File: config.mk
export PLATFORM = sky130hd
export DESIGN_NAME = icache_flat
export DESIGN_NICKNAME = d
export VERILOG_FILES = /design/src/rtl/icache_pkg.sv /design/src/rtl/icache_if.sv /design/src/rtl/icache_store.sv /design/src/rtl/icache.sv /design/src/flat_wrapper.sv
export SDC_FILE = /design/constraint.sdc
export NUM_CORES = 1
export LEC_CHECK = 0
export CAP_MARGIN = 30
export CORE_ASPECT_RATIO = 1.5
export CORE_MARGIN = 2
export CORE_UTILIZATION = 60
export CTS_CLUSTER_DIAMETER = 40
export DETAILED_ROUTE_END_ITERATION = 10
export PLACE_DENSITY = 0.85
export SLEW_MARGIN = 5
export SYNTH_ARGS = -nofsm -noshare
export SYNTH_HDL_FRONTEND = slang
export SYNTH_SLANG_ARGS = --single-unit
File: constraint.sdc
create_clock -name clock -period 6.9 [get_ports clock]
set_input_delay 1.035 -clock clock [delete_from_list [all_inputs] [get_ports clock]]
set_output_delay 1.035 -clock clock [all_outputs]
set_load 0.03 [all_outputs]
File: src/rtl/icache_pkg.sv
// Shared definitions for the direct-mapped instruction cache.
// Latency: n/a (types and constants only).
// Backpressure: n/a.
package icache_pkg;

    // Refill controller states.
    typedef enum logic [1:0] {
        ST_IDLE   = 2'd0,
        ST_REFILL = 2'd1,
        ST_DONE   = 2'd2
    } state_t;

    localparam int ADDR_W             = 32;
    localparam int WORD_W             = 32;
    localparam int DEF_LINES          = 4;
    localparam int DEF_WORDS_PER_LINE = 4;

    // Tag width left over once the byte, offset and index fields are removed.
    function automatic int tag_width(input int lines, input int words_per_line);
        return ADDR_W - 2 - $clog2(words_per_line) - $clog2(lines);
    endfunction

endpackage

File: src/rtl/icache_if.sv
// Fetch-side and instruction-memory-side signals of the instruction cache.
// Latency: n/a (wiring only).
// Backpressure: memReq/memAddr held by the cache until memReady completes a beat.
// Ports: pc/instruction/stall (fetch), memReq/memAddr/memReady/memData (memory).
interface icache_if;
    import icache_pkg::*;

    logic [ADDR_W-1:0] pc;
    logic [WORD_W-1:0] instruction;
    logic              stall;
    logic              memReq;
    logic [ADDR_W-1:0] memAddr;
    logic              memReady;
    logic [WORD_W-1:0] memData;

    // Cache side.
    modport master (
        input  pc,
        output instruction,
        output stall,
        output memReq,
        output memAddr,
        input  memReady,
        input  memData
    );

    // Fetch stage / instruction memory side.
    modport slave (
        output pc,
        input  instruction,
        input  stall,
        input  memReq,
        input  memAddr,
        output memReady,
        output memData
    );

endinterface

File: src/rtl/icache_store.sv
// Valid, tag and data arrays of the instruction cache.
// Latency: combinational read port; writes and valid set/clear land on the next edge.
// Backpressure: none; the controller sequences all writes.
// Ports: clock/rst, read port (rd_index/rd_offset -> rd_valid/rd_tag/rd_word),
//        write port (wr_index/wr_offset/wr_word/wr_en, tag_wr/tag_wr_data, valid_set/valid_clr).
module icache_store
    import icache_pkg::*;
#(
    parameter int LINES          = DEF_LINES,
    parameter int WORDS_PER_LINE = DEF_WORDS_PER_LINE,
    parameter int TAG_W          = tag_width(DEF_LINES, DEF_WORDS_PER_LINE)
) (
    input  logic                              clock,
    input  logic                              rst,
    input  logic [$clog2(LINES)-1:0]          rd_index,
    input  logic [$clog2(WORDS_PER_LINE)-1:0] rd_offset,
    output logic                              rd_valid,
    output logic [TAG_W-1:0]                  rd_tag,
    output logic [WORD_W-1:0]                 rd_word,
    input  logic [$clog2(LINES)-1:0]          wr_index,
    input  logic [$clog2(WORDS_PER_LINE)-1:0] wr_offset,
    input  logic [WORD_W-1:0]                 wr_word,
    input  logic                              wr_en,
    input  logic                              tag_wr,
    input  logic [TAG_W-1:0]                  tag_wr_data,
    input  logic                              valid_set,
    input  logic                              valid_clr
);

    logic [LINES-1:0]  valid;
    logic [TAG_W-1:0]  tags [LINES];
    logic [WORD_W-1:0] data [LINES][WORDS_PER_LINE];

    assign rd_valid = valid[rd_index];
    assign rd_tag   = tags[rd_index];
    assign rd_word  = data[rd_index][rd_offset];

    // Only the valid bits need a reset; tag/data contents are ignored until valid.
    always_ff @(posedge clock) begin
        if (rst) begin
            valid <= '0;
        end else if (valid_clr) begin
            valid[wr_index] <= 1'b0;
        end else if (valid_set) begin
            valid[wr_index] <= 1'b1;
        end
    end

    always_ff @(posedge clock) begin
        if (wr_en) begin
            data[wr_index][wr_offset] <= wr_word;
        end
        if (tag_wr) begin
            tags[wr_index] <= tag_wr_data;
        end
    end

endmodule

File: src/rtl/icache.sv
// Direct-mapped read-only instruction cache with whole-line refill.
// Latency: hit returns the word in the same cycle; miss stalls 1 + beat waits + 1 cycles.
// Backpressure: stall freezes fetch; memReq/memAddr held until memReady accepts each beat.
// Ports: clock, rst (sync, active high), bus (icache_if.master: fetch + memory handshake).
module icache
    import icache_pkg::*;
#(
    parameter int LINES          = DEF_LINES,
    parameter int WORDS_PER_LINE = DEF_WORDS_PER_LINE
) (
    input  logic     clock,
    input  logic     rst,
    icache_if.master bus
);

    localparam int OFFSET_W = $clog2(WORDS_PER_LINE);
    localparam int INDEX_W  = $clog2(LINES);
    localparam int TAG_W    = tag_width(LINES, WORDS_PER_LINE);
    localparam int LINE_W   = TAG_W + INDEX_W;

    // Address split of the fetch pc; bits [1:0] are byte-within-word.
    logic [OFFSET_W-1:0] pc_offset;
    logic [INDEX_W-1:0]  pc_index;
    logic [TAG_W-1:0]    pc_tag;
    logic                unused_pc_bits;

    assign pc_offset      = bus.pc[2 +: OFFSET_W];
    assign pc_index       = bus.pc[2+OFFSET_W +: INDEX_W];
    assign pc_tag         = bus.pc[ADDR_W-1 -: TAG_W];
    assign unused_pc_bits = ^bus.pc[1:0];

    state_t              state;
    logic [OFFSET_W-1:0] beat;
    logic [OFFSET_W-1:0] beat_next;
    logic [LINE_W-1:0]   line_addr;
    logic                mem_req;
    logic [ADDR_W-1:0]   mem_addr;

    logic                rd_valid;
    logic [TAG_W-1:0]    rd_tag;
    logic [WORD_W-1:0]   rd_word;
    logic                hit;
    logic                deliver;
    logic                accept;
    logic                beat_last;
    logic [INDEX_W-1:0]  fill_index;
    logic [TAG_W-1:0]    fill_tag;
    logic [INDEX_W-1:0]  store_index;

    assign hit     = rd_valid && (rd_tag == pc_tag);
    assign deliver = hit && (state == ST_IDLE);

    assign bus.instruction = deliver ? rd_word : '0;
    assign bus.stall       = !deliver;
    assign bus.memReq      = mem_req;
    assign bus.memAddr     = mem_addr;

    // The fill always targets the latched line, never the live pc.
    assign fill_index = line_addr[INDEX_W-1:0];
    assign fill_tag   = line_addr[LINE_W-1 -: TAG_W];
    assign beat_next  = beat + OFFSET_W'(1);
    assign beat_last  = (beat == OFFSET_W'(WORDS_PER_LINE - 1));
    assign accept     = (state == ST_REFILL) && mem_req && bus.memReady && !rst;

    // In IDLE the only store write is the valid clear of the missing pc's line.
    assign store_index = (state == ST_IDLE) ? pc_index : fill_index;

    icache_store #(
        .LINES          (LINES),
        .WORDS_PER_LINE (WORDS_PER_LINE),
        .TAG_W          (TAG_W)
    ) u_store (
        .clock       (clock),
        .rst         (rst),
        .rd_index    (pc_index),
        .rd_offset   (pc_offset),
        .rd_valid    (rd_valid),
        .rd_tag      (rd_tag),
        .rd_word     (rd_word),
        .wr_index    (store_index),
        .wr_offset   (beat),
        .wr_word     (bus.memData),
        .wr_en       (accept),
        .tag_wr      (accept && beat_last),
        .tag_wr_data (fill_tag),
        .valid_set   ((state == ST_DONE) && !rst),
        .valid_clr   ((state == ST_IDLE) && !hit && !rst)
    );

    always_ff @(posedge clock) begin
        if (rst) begin
            state     <= ST_IDLE;
            beat      <= '0;
            line_addr <= '0;
            mem_req   <= 1'b0;
            mem_addr  <= '0;
        end else begin
            case (state)
                ST_IDLE: begin
                    if (!hit) begin
                        line_addr <= {pc_tag, pc_index};
                        beat      <= '0;
                        mem_req   <= 1'b1;
                        mem_addr  <= {pc_tag, pc_index, {OFFSET_W{1'b0}}, 2'b00};
                        state     <= ST_REFILL;
                    end
                end
                ST_REFILL: begin
                    if (accept) begin
                        if (beat_last) begin
                            // Drop the request now so DONE never presents a stray beat.
                            mem_req <= 1'b0;
                            state   <= ST_DONE;
                        end else begin
                            beat     <= beat_next;
                            mem_addr <= {line_addr, beat_next, 2'b00};
                        end
                    end
                end
                ST_DONE: begin
                    state <= ST_IDLE;
                end
                default: begin
                    state   <= ST_IDLE;
                    mem_req <= 1'b0;
                end
            endcase
        end
    end

endmodule

File: src/flat_wrapper.sv
// flat-port wrapper written by rule: the top's interface ports become plain ports
module icache_flat import icache_pkg::*;
#(
    parameter int LINES          = DEF_LINES,
    parameter int WORDS_PER_LINE = DEF_WORDS_PER_LINE
)
  (clock, rst, bus_pc, bus_instruction, bus_stall, bus_memReq, bus_memAddr, bus_memReady, bus_memData);
  icache_if bus_i ();
  input  logic clock;
  input  logic rst;
  input wire logic [$bits(bus_i.pc)-1:0] bus_pc;
  output wire logic [$bits(bus_i.instruction)-1:0] bus_instruction;
  output wire logic [$bits(bus_i.stall)-1:0] bus_stall;
  output wire logic [$bits(bus_i.memReq)-1:0] bus_memReq;
  output wire logic [$bits(bus_i.memAddr)-1:0] bus_memAddr;
  input wire logic [$bits(bus_i.memReady)-1:0] bus_memReady;
  input wire logic [$bits(bus_i.memData)-1:0] bus_memData;
  assign bus_i.pc = bus_pc;
  assign bus_instruction = bus_i.instruction;
  assign bus_stall = bus_i.stall;
  assign bus_memReq = bus_i.memReq;
  assign bus_memAddr = bus_i.memAddr;
  assign bus_i.memReady = bus_memReady;
  assign bus_i.memData = bus_memData;
  icache #(.LINES(LINES), .WORDS_PER_LINE(WORDS_PER_LINE)) u_core (.clock(clock), .rst(rst), .bus(bus_i));
endmodule
# Word-level counts from Yosys, hierarchy flattened
# Memories as Yosys holds them, arrays and structs flattened.
# Index checks and enable logic that the tools add are counted.
# totals
input_bits	67
register_bits	69
n_memories	2
ram_bits	616
wordCells	84
# classes
n_eq_ne	8
n_bitwise	7
n_addsub	1
n_reduce_logical	21
order_cmp	6
muxes	33
# mem_list
memory	words	word_bits	read_ports	rd_clocked_by_memory_dff	write_ports	line	rtl
u_core.u_store.data	4	128	1	0	1	icache_store.sv:32	logic [WORD_W-1:0] data [LINES][WORDS_PER_LINE];
u_core.u_store.tags	4	26	1	0	1	icache_store.sv:31	logic [TAG_W-1:0] tags [LINES];
# op_table
operator	count
$mux W32	7
$mux W128	1
$bmux W32 S2	1
$demux W32 S2	1
$pmux W32 S2	1
$eq A26 B26 Y1	1
$mux W2	7
$logic_and A1 B1 Y1	11
$mux W1	8
$mux W4	2
$pmux W2 S2	2
$reduce_and A4 Y1	2
$ge A3 B3 Y1 const B	2
$lt A2 B3 Y1 const B	2
$not A2 Y3	2
$and A4 B4 Y4	1
$eq A2 B2 Y1 const B	2
$ne A2 B1 Y1 const B	2
$ne A2 B2 Y1 const B	2
$not A4 Y4	1
$or A4 B4 Y4	1
$reduce_bool A2 Y1	2
$logic_not A1 Y1	3
$lt A3 B1 Y1 const B	1
10 further kinds	11

# Depth between registers and ports, before layout
# Gate-level depths: netlist (run 1).
# depth
word_depth	9
mapped_depth	12
mapped_depth_nobuf	7

# Cells and area by module
# Synthesis (run 1) repeated with hierarchy kept, for this count alone.
# unflattened
cells_unflattened	1356
hier_area_um2	26406.6
# modules_own_cells
mod	seq_area_each_um2	cells_per_inst	n_inst	area_per_inst_um2
icache_store	18577.8	964	1	23156.0
icache	1221.2	392	1	3250.6

# Worst setup path before layout (run 1)
# Ideal clock, no wire load.
# synth_timing
kind	in2reg
start	input bus_pc[4]
end	memory u_core.u_store.data[3][0] (netlist bit) (enable)
path_stages	8
setup_time_ps	474
required_time_ps	6426
arrival_time_ps	5011
slack_ps	1415
path_cell_list	buf_6 > buf_6 > buf_2 > buf_2 > buf_1 > and3_1 > a31oi_1 > nor2_1
# synth_between
elab_chain_len	1
# synth_rtl
element	line	rtl
from (decl)	flat_wrapper.sv:11	input wire logic [$bits(bus_i.pc)-1:0] bus_pc;
$mux W2	icache.sv:66	assign store_index = (state == ST_IDLE) ? pc_index : fill_index;
to (decl)	icache_store.sv:32	
# No other way between the ends.

# Final worst setup path (run 1)
# layout_timing
start	input bus_pc[4]
end	output bus_stall
# layout_between
elab_chain_len	5
word_cells_on_any_way	7
# layout_rtl
element	line	rtl
$mem_v2 Z4 W26 or $bmux W1 S2 (tied branches)	-	
$eq A26 B26 Y1 or $mux W1 (tied branches)	icache.sv:50, icache_store.sv:34	
$logic_and A1 B1 Y1 (*)	icache.sv:50	assign hit = rd_valid && (rd_tag == pc_tag);
$logic_and A1 B1 Y1 (*)	icache.sv:51	assign deliver = hit && (state == ST_IDLE);
$logic_not A1 Y1 (*)	icache.sv:54	assign bus.stall = !deliver;
to (decl)	flat_wrapper.sv:13	output wire logic [$bits(bus_i.stall)-1:0] bus_stall;
# Every way passes the cells marked *; elsewhere a longest branch is shown, timed or not. The select of a mux whose other input is x is not followed.

==> metrics.cfg, run 1 <==
[synth]
ys_async_sr_fraction_pct = 0
synth_cells = 1468
synth_edf_count = 616
avgSynthCellArea_sq_um = 18.7
yosys.area.top_type_share_pct = 67.5
yosysUniqueCellTypes = 58
synth_top_cell_by_area = edfxtp_1
synth_top_flop_cell = edfxtp_1
syn_area_sq_um = 27400
ys_seq_area_share_pct = 72.2
yosys_register_bits = 681
synth.most_common_cell = edfxtp_1
synth_area_leaders = edfxtp_1, mux4_2, dfxtp_1
synthTopCellsByCount = edfxtp_1, mux4_2, nor2_1, nand2_1, dfxtp_1
ys_warn_count = 0

[cts]
cts_resized = 0
insertion_delay_ns = 0.61
numCtsBuffers = 59
cts.sinks = 681
cts_buffer_depth = 3
ctsHoldBuffers = 0
cts_tree = yes
h-tree-depth = 2
cts_setup_buffers = 0
cts-root-buf = clkbuf_16
clk_pin_slew_worst_paths_ns = 0.07

[floorplanning]
core-area_sq_um = 44900
die_h_microns = 266
initial_utilization_pct = 61.0
dieArea_sq_um = 47500
ios = 133
num_rows = 95
die_x_microns = 179

[worst_setup_path]
max_stage_delay_ns = 0.81
crit_path_start_kind = input pin
ff2ff_path_depth = 6
cp.arrival_ns = 4.47
r2r-start = u_core.state[1]$_SDFFE_PP0P_
crit_chain = buf_8 > inv_1 > a2111oi_0 > nor3b_1 > o2111a_1 > and4_1 > nand3_2 > buf_4 > clkdlybuf4s50_1
critPathBufInv = 4
worstSetupPathType = input pin to primary output
critPathMaxFanout = 62
critical-path-top-delay-family = buffers and inverters
slowest_stage = a2111oi_0
cp_data_required_time_ns = 5.86
critPathCaptureType = primary output
reg2reg_slack_ns = 3.33
r2r_end = u_core.u_store.data[0][22]$_DFFE_PP_

[timing]
max_slew_margin_pct = 35.4
skew_ns = 0.0157
worstMarginPinSlew_ns = 0.966
timing.hold.ws_ns = 0.524
hold_viol = 0
finalSetupViolations = 0
rsz0062_at_grt = false
fin_setup_tns_ns = 0
fin_ws_ns = 1.40
finalMaxSlewViolations = 0
post-route-period-util_pct = 79.7
max_freq_mhz = 182
fin_crit_ns = 5.50

[global_route]
grt_max_degree = 63
grt_pass1_wl_microns = 99100
grt_remaining_overflow = 0
grt_pass1_vias = 15900
grt.total_usage_pct = 28.8
antenna_found_initial = 5

[pwr]
p_clk_share_pct = 39.4
swShare_pct = 21.3
p_seq_share_pct = 54.6
p_leak_nw = 10.1
powerDensity_nw_per_um2 = 264
p_int_mw = 6.58
p_sw_mw = 1.78
peakVddDrop_mv = 0.211
power_mw = 8.36
p_comb_share_pct = 5.9

[place]
gp_congestion = 0.955
hpwl_microns = 36200
port_buffers = 128
pre_cts_ws_ns = 1.43

[cells_and_area]
drive_above_1_share_pct = 23.8
layout.nets = 1674
area_growth_pct = 15.4

[min_path]
holdCritPathClass = flip-flop to flip-flop
min_path_cells = 0
holdCritStartpoint = u_core.line_addr[26]$_SDFFE_PP0P_
whs_endpoint = u_core.u_store.tags[3][24]$_DFFE_PP_

[status]
status = completed

[detailed_routing]
ant_nets = 0
wl_microns = 66800
drt_first_pass_iters = 6
vias = 15200
wl_per_cell_microns = 29.9
via_per_inst = 6.82
drc = 0
initialDrtViolationCount = 1696

[flow_run]
max_cap_viol_count = 0

[through the flow]
step	std cells	instance area, sq um	util [%]
finish	2237	31600	70.4
global route	2237	31600	70.4
CTS	2228	31500	70.2
detailed placement	2117	29600	65.9
global placement	2112	29500	65.6
floorplan	1469	27400	-
[layer usage]
layer | up-vias | wire length [microns] | global-route usage, %
li1 | 6266 | - | -
met1 | 7846 | 22900 | 36.0
met2 | 935 | 35600 | 49.9
met3 | 195 | 5480 | 4.62
met4 | 4 | 2800 | 12.2
met5 | - | 27 | 0
[worst max path at each step]
stage	cells past startpoint	endpoint	slack, ns	start
after CTS	9	bus_stall	1.41	bus_pc[4]
after detailed placement	10	bus_stall	1.43	bus_pc[5]
after global placement	10	bus_stall	1.52	bus_pc[5]
final	9	bus_stall	1.40	bus_pc[4]
after global routing	9	bus_stall	1.19	bus_pc[4]
after floorplan	8	u_core.u_store.data[3][0]$_DFFE_PP_	1.41	bus_pc[4]
[worst register-to-register path: stages (launching register included)]
cell and delay (ns):
dfxtp_1 0.44, or2_2 0.68, nor3_1 0.45, a31oi_1 0.17, buf_4 0.26, nor2_4 0.60
buf_4 0.58
[layout by cell type, fill, tap and decap left out, types with 23 or more instances in the layout]
cell type,synthesis,layout
clkdlybuf4s50_1,0,92
nor2_1,85,68
edfxtp_1,616,616
dfxtp_1,65,65
clkbuf_16,0,60
mux2i_1,23,23
and3_1,27,27
mux4_2,178,178
a21oi_1,36,36
nor2b_1,35,35
nand2_1,67,67
a211oi_1,57,57
buf_4,8,54
o21ai_0,31,31
[cells by family (layout without fill, tap and decap cells)]
kind of cell / count (synthesis) / count (layout) / share of synthesized area [%]
XOR/XNOR: 14 / 14 / 0.447
buffers and inverters: 114 / 298 / 1.94
adder cells (fa/ha/maj): 4 / 4 / 0.183
other: 1 / 4 / 0.0137
AO/OA/AOI/OAI: 190 / 190 / 5.00
AND/OR/NAND/NOR: 256 / 256 / 4.46
flip-flops: 681 / 681 / 72.2
multiplexers: 208 / 208 / 15.7
[state kept, by name, summed over array words and instances, names as in the netlist, named ones only]
| name | flops |
|---|---|
| u_core.u_store.data | 512 |
| u_core.u_store.tags | 104 |
| u_core.bus.memAddr | 29 |
| u_core.line_addr | 28 |
| u_core.state | 2 |
| u_core.beat | 1 |
| u_core.bus.memReq | 1 |
[power by group through the flow]
stage	clock network, mW	logic [mW]	registers (mW)
after floorplan	0	0.277	4.67
after global placement	0	0.459	4.65
after detailed placement	0	0.478	4.66
after CTS	3.32	0.486	4.57
after global routing	3.46	0.527	4.57
final	3.30	0.495	4.57
[layout make-up]
type	instances	area [sq um]
flip-flops and latches	681	19800
fillers	2543	13300
multi-input cells	674	7240
repair buffers	175	1890
clock buffers	75	1590
well taps	582	728
clock inverters	36	345
inverters	12	45.0
diodes	2	5.00
(Power assumes the default switching activity.)
==> run 2, diff against run 1 <==
- CORE_UTILIZATION: 60 -> 54
- PLACE_DENSITY: 0.85 -> 0.82
- clock period: 6.9 -> 4.7 ns (I/O delays scaled with it)
==> run 2 against run 1 <==
Worst hold slack improved by 0.0017 ns. Flip-flop and latch count unchanged. Power increased by 48%. Largest power group unchanged. Highest routed layer unchanged. Die area increased by 11%.
==> metrics.cfg, run 2 (same netlist as run 1, synthesis figures left out) <==
[timing]
max_freq_mhz = 217
hold_viol = 0  ; unchanged
rsz0062_at_grt = false
fin_crit_ns = 4.61
max_slew_margin_pct = 42.9  ; +7.4 points
post-route-period-util_pct = 98.0
skew_ns = 0.0212  ; +0.00550 ns
finalSetupViolations = 0  ; unchanged
worstMarginPinSlew_ns = 0.857  ; -0.109 ns
fin_setup_tns_ns = 0  ; unchanged
finalMaxSlewViolations = 0  ; unchanged

[pwr]
p_leak_nw = 10.1  ; +0.23%
peakVddDrop_mv = 0.334  ; +58%
power_mw = 12.4  ; +48%
powerDensity_nw_per_um2 = 390  ; +47%

[cts]
numCtsBuffers = 61  ; +3.4%
cts_tree = yes
cts.sinks = 681  ; unchanged
cts_setup_buffers = 0  ; unchanged
clk_pin_slew_worst_paths_ns = 0.07  ; about the same
h-tree-depth = 2  ; unchanged
insertion_delay_ns = 0.62  ; about the same
ctsHoldBuffers = 0  ; unchanged
cts_buffer_depth = 3  ; unchanged
cts-root-buf = clkbuf_16
cts_resized = 0  ; unchanged

[floorplanning]
dieArea_sq_um = 52600  ; +11%
core-area_sq_um = 50400  ; +12%
die_x_microns = 188  ; +5.3%
num_rows = 101  ; +6.3%
ios = 133  ; unchanged
initial_utilization_pct = 54.4  ; -6.6 points
die_h_microns = 280  ; +5.3%

[global_route]
grt.total_usage_pct = 24.7  ; -4.1 points
grt_pass1_wl_microns = 96200  ; -2.9%
grt_max_degree = 74  ; +17%
grt_remaining_overflow = 0  ; unchanged
grt_pass1_vias = 15600  ; -1.8%
antenna_found_initial = 4  ; -1

[detailed_routing]
drt_first_pass_iters = 8  ; +2
wl_microns = 64400  ; -3.6%
vias = 15000  ; -1.8%
initialDrtViolationCount = 1494  ; -12%
wl_per_cell_microns = 27.6  ; -7.5%
drc = 0  ; unchanged
via_per_inst = 6.42  ; -5.8%
ant_nets = 0  ; unchanged

[place]
port_buffers = 128  ; unchanged
gp_congestion = 0.920  ; -3.6%
place_inst = 2217  ; +4.7%
hpwl_microns = 35600  ; -1.7%

[worst_setup_path]
critPathCaptureType = primary output
critPathMaxFanout = 46  ; -26%
worstSetupPathType = input pin to primary output
crit_path_start_kind = input pin
cp_data_required_time_ns = 3.99  ; -1.87 ns
cp.arrival_ns = 3.90  ; -0.57 ns

[cells_and_area]
area_growth_pct = 15.9
drive_above_1_share_pct = 23.7  ; -0.10 points
top_register = u_core.u_store.data
layout.nets = 1683  ; +0.54%
layout_commonest_cell = edfxtp_1
mostFrequentLayoutCells = edfxtp_1, mux4_2, clkdlybuf4s50_1
layout.cells.non_filler = 2332  ; +4.2%
largest_reg_flops = 512  ; unchanged

[flow_run]
max_cap_viol_count = 0  ; unchanged

[status]
status = completed

[min_path]
holdCritPathClass = flip-flop to flip-flop

==> run 2: cell types whose count changed in the layout (fill, tap and decap cells not counted), sizes merged <==
cell	change
diode	+1
clkbuf	+7
buf	+7
clkinvlp	-2
clkinv	-8
inv	+3
==> run 2: power breakdown <==
part	internal (mW)	switching, mW
logic	0.328	0.397
registers	6.65	0.0532
clock network	2.76	2.18
total	9.75	2.63
==> run 2: area by class of cell <==
cell class | count | area (sq um)
inverter | 12 | 45.0
fill | 3326 | 18700
timing repair buffer | 182 | 1870
sequential | 681 | 19800
multi-input combinational | 674 | 7240
clock inverter | 29 | 333
clock buffer | 82 | 1650
tap | 669 | 837
antenna | 3 | 7.51
==> run 2: worst max-delay path: stages <==
cell	delay (ns)
buf_6	0.38
mux2i_1	0.44
xnor2_1	0.11
a2111oi_0	0.44
o22ai_1	0.26
nor4_4	0.36
nand3_2	0.40
buf_4	0.35
nor2b_1	0.25
buf_12	0.16
==> run 2: through the flow <==
stage	setup WS, ns	area, sq um	hold WS, ns	utilization (%)
floorplan	0.512	27400	0.476	-
global placement	0.175	29800	0.495	59.0
detailed placement	0.160	29800	0.507	59.1
CTS	0.144	31800	0.525	63.0
global route	0.0126	31800	0.542	63.0
finish	0.0925	31800	0.525	63.0
==> run 2: metal layers <==
metal	share of wire, %	routed length [microns]	track usage, %	up-vias
li1	-	-	-	6274
met1	35	22700	30.0	7717
met2	54	34600	44.6	814
met3	7.5	4860	3.54	158
met4	3.5	2250	9.45	2
met5	0.016	10	0	-
==> run 2: worst paths after layout <==
path | startpoint | endpoint | slack [ns] | cells past startpoint
hold / removal | u_core.bus.memAddr[27]$_SDFFE_PP0P_ | u_core.bus.memAddr[27]$_SDFFE_PP0P_ | 0.53 | 2
setup reg to reg | u_core.u_store.tags[2][11]$_DFFE_PP_ | u_core.bus.memAddr[23]$_SDFFE_PP0P_ | 1.54 | 9
hold reg to reg | u_core.bus.memAddr[27]$_SDFFE_PP0P_ | u_core.bus.memAddr[27]$_SDFFE_PP0P_ | 0.53 | 2
setup / recovery | bus_pc[5] | bus_instruction[21] | 0.09 | 10
==> run 3, diff against run 2 <==
- SLEW_MARGIN: 5 -> 20
==> run 3 against run 2 <==
Clock-buffer cell count did not move. Critical path depth down 2. Register-to-register slack about the same. Global-route usage did not move. Sequential power about the same. Non-clock buffer count did not move. Power about the same. Worst setup slack gained 0.029 ns. Clock skew decreased by 0.0014 ns. Flip-flop and latch count unchanged. Utilization unchanged. Critical path type unchanged. Critical endpoint is now bus_instruction[2]. Largest cell class unchanged. Highest routed layer unchanged.
==> metrics.cfg, run 3 (same netlist as run 1, synthesis figures left out) <==
[cells_and_area]
top_register = u_core.u_store.data
layout.cells.non_filler = 2333  ; +0.043%
mostFrequentLayoutCells = edfxtp_1, mux4_2, clkdlybuf4s50_1
layout_commonest_cell = edfxtp_1
area_growth_pct = 15.9  ; unchanged
largest_reg_flops = 512  ; unchanged
layout.nets = 1683  ; unchanged
drive_above_1_share_pct = 23.7  ; unchanged

[global_route]
grt_max_degree = 74  ; unchanged
grt_pass1_wl_microns = 96200  ; unchanged
grt_pass1_vias = 15600  ; unchanged
grt.total_usage_pct = 24.7  ; unchanged
antenna_found_initial = 4  ; unchanged
grt_remaining_overflow = 0  ; unchanged

[place]
hpwl_microns = 35600  ; unchanged
gp_congestion = 0.920  ; unchanged
port_buffers = 128  ; unchanged
place_inst = 2217  ; unchanged

[cts]
cts_buffer_depth = 3  ; unchanged
cts_setup_buffers = 0  ; unchanged
cts-root-buf = clkbuf_16
cts_tree = yes
insertion_delay_ns = 0.62  ; about the same
h-tree-depth = 2  ; unchanged
ctsHoldBuffers = 0  ; unchanged
cts_resized = 0  ; unchanged
numCtsBuffers = 61  ; unchanged
clk_pin_slew_worst_paths_ns = 0.07  ; about the same
cts.sinks = 681  ; unchanged

[timing]
rsz0062_at_grt = false
finalSetupViolations = 0  ; unchanged
skew_ns = 0.0198  ; -0.00139 ns
worstMarginPinSlew_ns = 0.860  ; +0.00318 ns
max_freq_mhz = 218  ; +0.63%
hold_viol = 0  ; unchanged
post-route-period-util_pct = 97.4  ; -0.61 points
fin_setup_tns_ns = 0  ; unchanged
finalMaxSlewViolations = 0  ; unchanged
max_slew_margin_pct = 42.7  ; -0.21 points
fin_crit_ns = 4.58  ; -0.0287 ns

[worst_setup_path]
critPathMaxFanout = 46  ; unchanged
cp_data_required_time_ns = 3.99  ; about the same
cp_common_cell = buf_4
reg2reg_slack_ns = 1.55  ; about the same
worstSetupPathType = input pin to primary output
crit_chain = buf_6 > buf_4 > buf_4 > mux4_2 > mux4_2 > nor2b_1 > buf_4 > buf_12
crit_path_start_kind = input pin
slowest_stage = buf_4
cp.arrival_ns = 3.87  ; -0.03 ns
max_stage_delay_ns = 0.68  ; +0.24 ns
critPathCaptureType = primary output

[floorplanning]
die_x_microns = 188  ; unchanged
initial_utilization_pct = 54.4  ; unchanged
num_rows = 101  ; unchanged
die_h_microns = 280  ; unchanged
ios = 133  ; unchanged
dieArea_sq_um = 52600  ; unchanged
core-area_sq_um = 50400  ; unchanged

[detailed_routing]
wl_per_cell_microns = 27.6  ; -0.13%
drc = 0  ; unchanged
wl_microns = 64400  ; about the same
drt_first_pass_iters = 7  ; -1
ant_nets = 0  ; unchanged
via_per_inst = 6.39  ; -0.35%
initialDrtViolationCount = 1476  ; -1.2%
vias = 14900  ; -0.31%

[pwr]
powerDensity_nw_per_um2 = 389  ; about the same
peakVddDrop_mv = 0.334  ; about the same
p_leak_nw = 10.1  ; about the same

[min_path]
holdCritPathClass = flip-flop to flip-flop

[flow_run]
max_cap_viol_count = 0  ; unchanged

[status]
status = completed

[run 3: changes by cell type in the layout (fill, tap and decap cells not counted)]
cell | before | now
buf_4 | 65 | 64
clkbuf_2 | 0 | 1
diode_2 | 3 | 4
[run 3: cell type report]
type,instances,area (sq um)
Clock buffer,82,1650
Multi-Input combinational cell,674,7240
Tap cell,669,837
Timing Repair Buffer,182,1860
Sequential cell,681,19800
Inverter,12,45.0
Antenna cell,4,10.0
Clock inverter,29,333
Fill cell,3327,18700
[run 3: final timing paths]
path / endpoint / cells after the start / start
hold reg to reg: u_core.bus.memAddr[27]$_SDFFE_PP0P_ / 2 / u_core.bus.memAddr[27]$_SDFFE_PP0P_
setup reg to reg: u_core.bus.memAddr[23]$_SDFFE_PP0P_ / 9 / u_core.u_store.tags[2][11]$_DFFE_PP_
setup / recovery: bus_instruction[2] / 8 / bus_pc[5]
hold / removal: u_core.bus.memAddr[27]$_SDFFE_PP0P_ / 2 / u_core.bus.memAddr[27]$_SDFFE_PP0P_
[run 3: worst max-delay path: cells and delay by family]
family | cells | cell delay [ns]
buf+inv | 5 | 1.97
mux | 2 | 0.96
simple gates | 1 | 0.17
[run 3: per-stage QoR]
| stage | setup slack (ns) | power [mW] | hold WS [ns] | area, sq um | util (%) |
|---|---|---|---|---|---|
| after floorplan | 0.512 | 7.26 | 0.476 | 27400 | - |
| after global placement | 0.175 | 7.52 | 0.495 | 29800 | 59.0 |
| after detailed placement | 0.160 | 7.55 | 0.507 | 29800 | 59.1 |
| after CTS | 0.144 | 12.4 | 0.525 | 31800 | 63.0 |
| after global routing | 0.0126 | 12.7 | 0.542 | 31800 | 63.0 |
| final | 0.121 | 12.4 | 0.527 | 31800 | 63.0 |
[run 3: layer usage]
layer	share of wire, %	vias up	wire (microns)	GRT usage [%]
met5	0.016	-	10	0
li1	-	6278	-	-
met3	7.5	169	4820	3.54
met4	3.7	2	2410	9.45
met2	53	796	34400	44.6
met1	35	7674	22700	30.0
[run 3: power by group]
part | total, mW | leakage [nW] | internal, mW | switching [mW]
sequential | 6.71 | 6.09 | 6.65 | 0.0532
combinational | 0.725 | 3.05 | 0.328 | 0.397
clock | 4.94 | 0.966 | 2.76 | 2.18
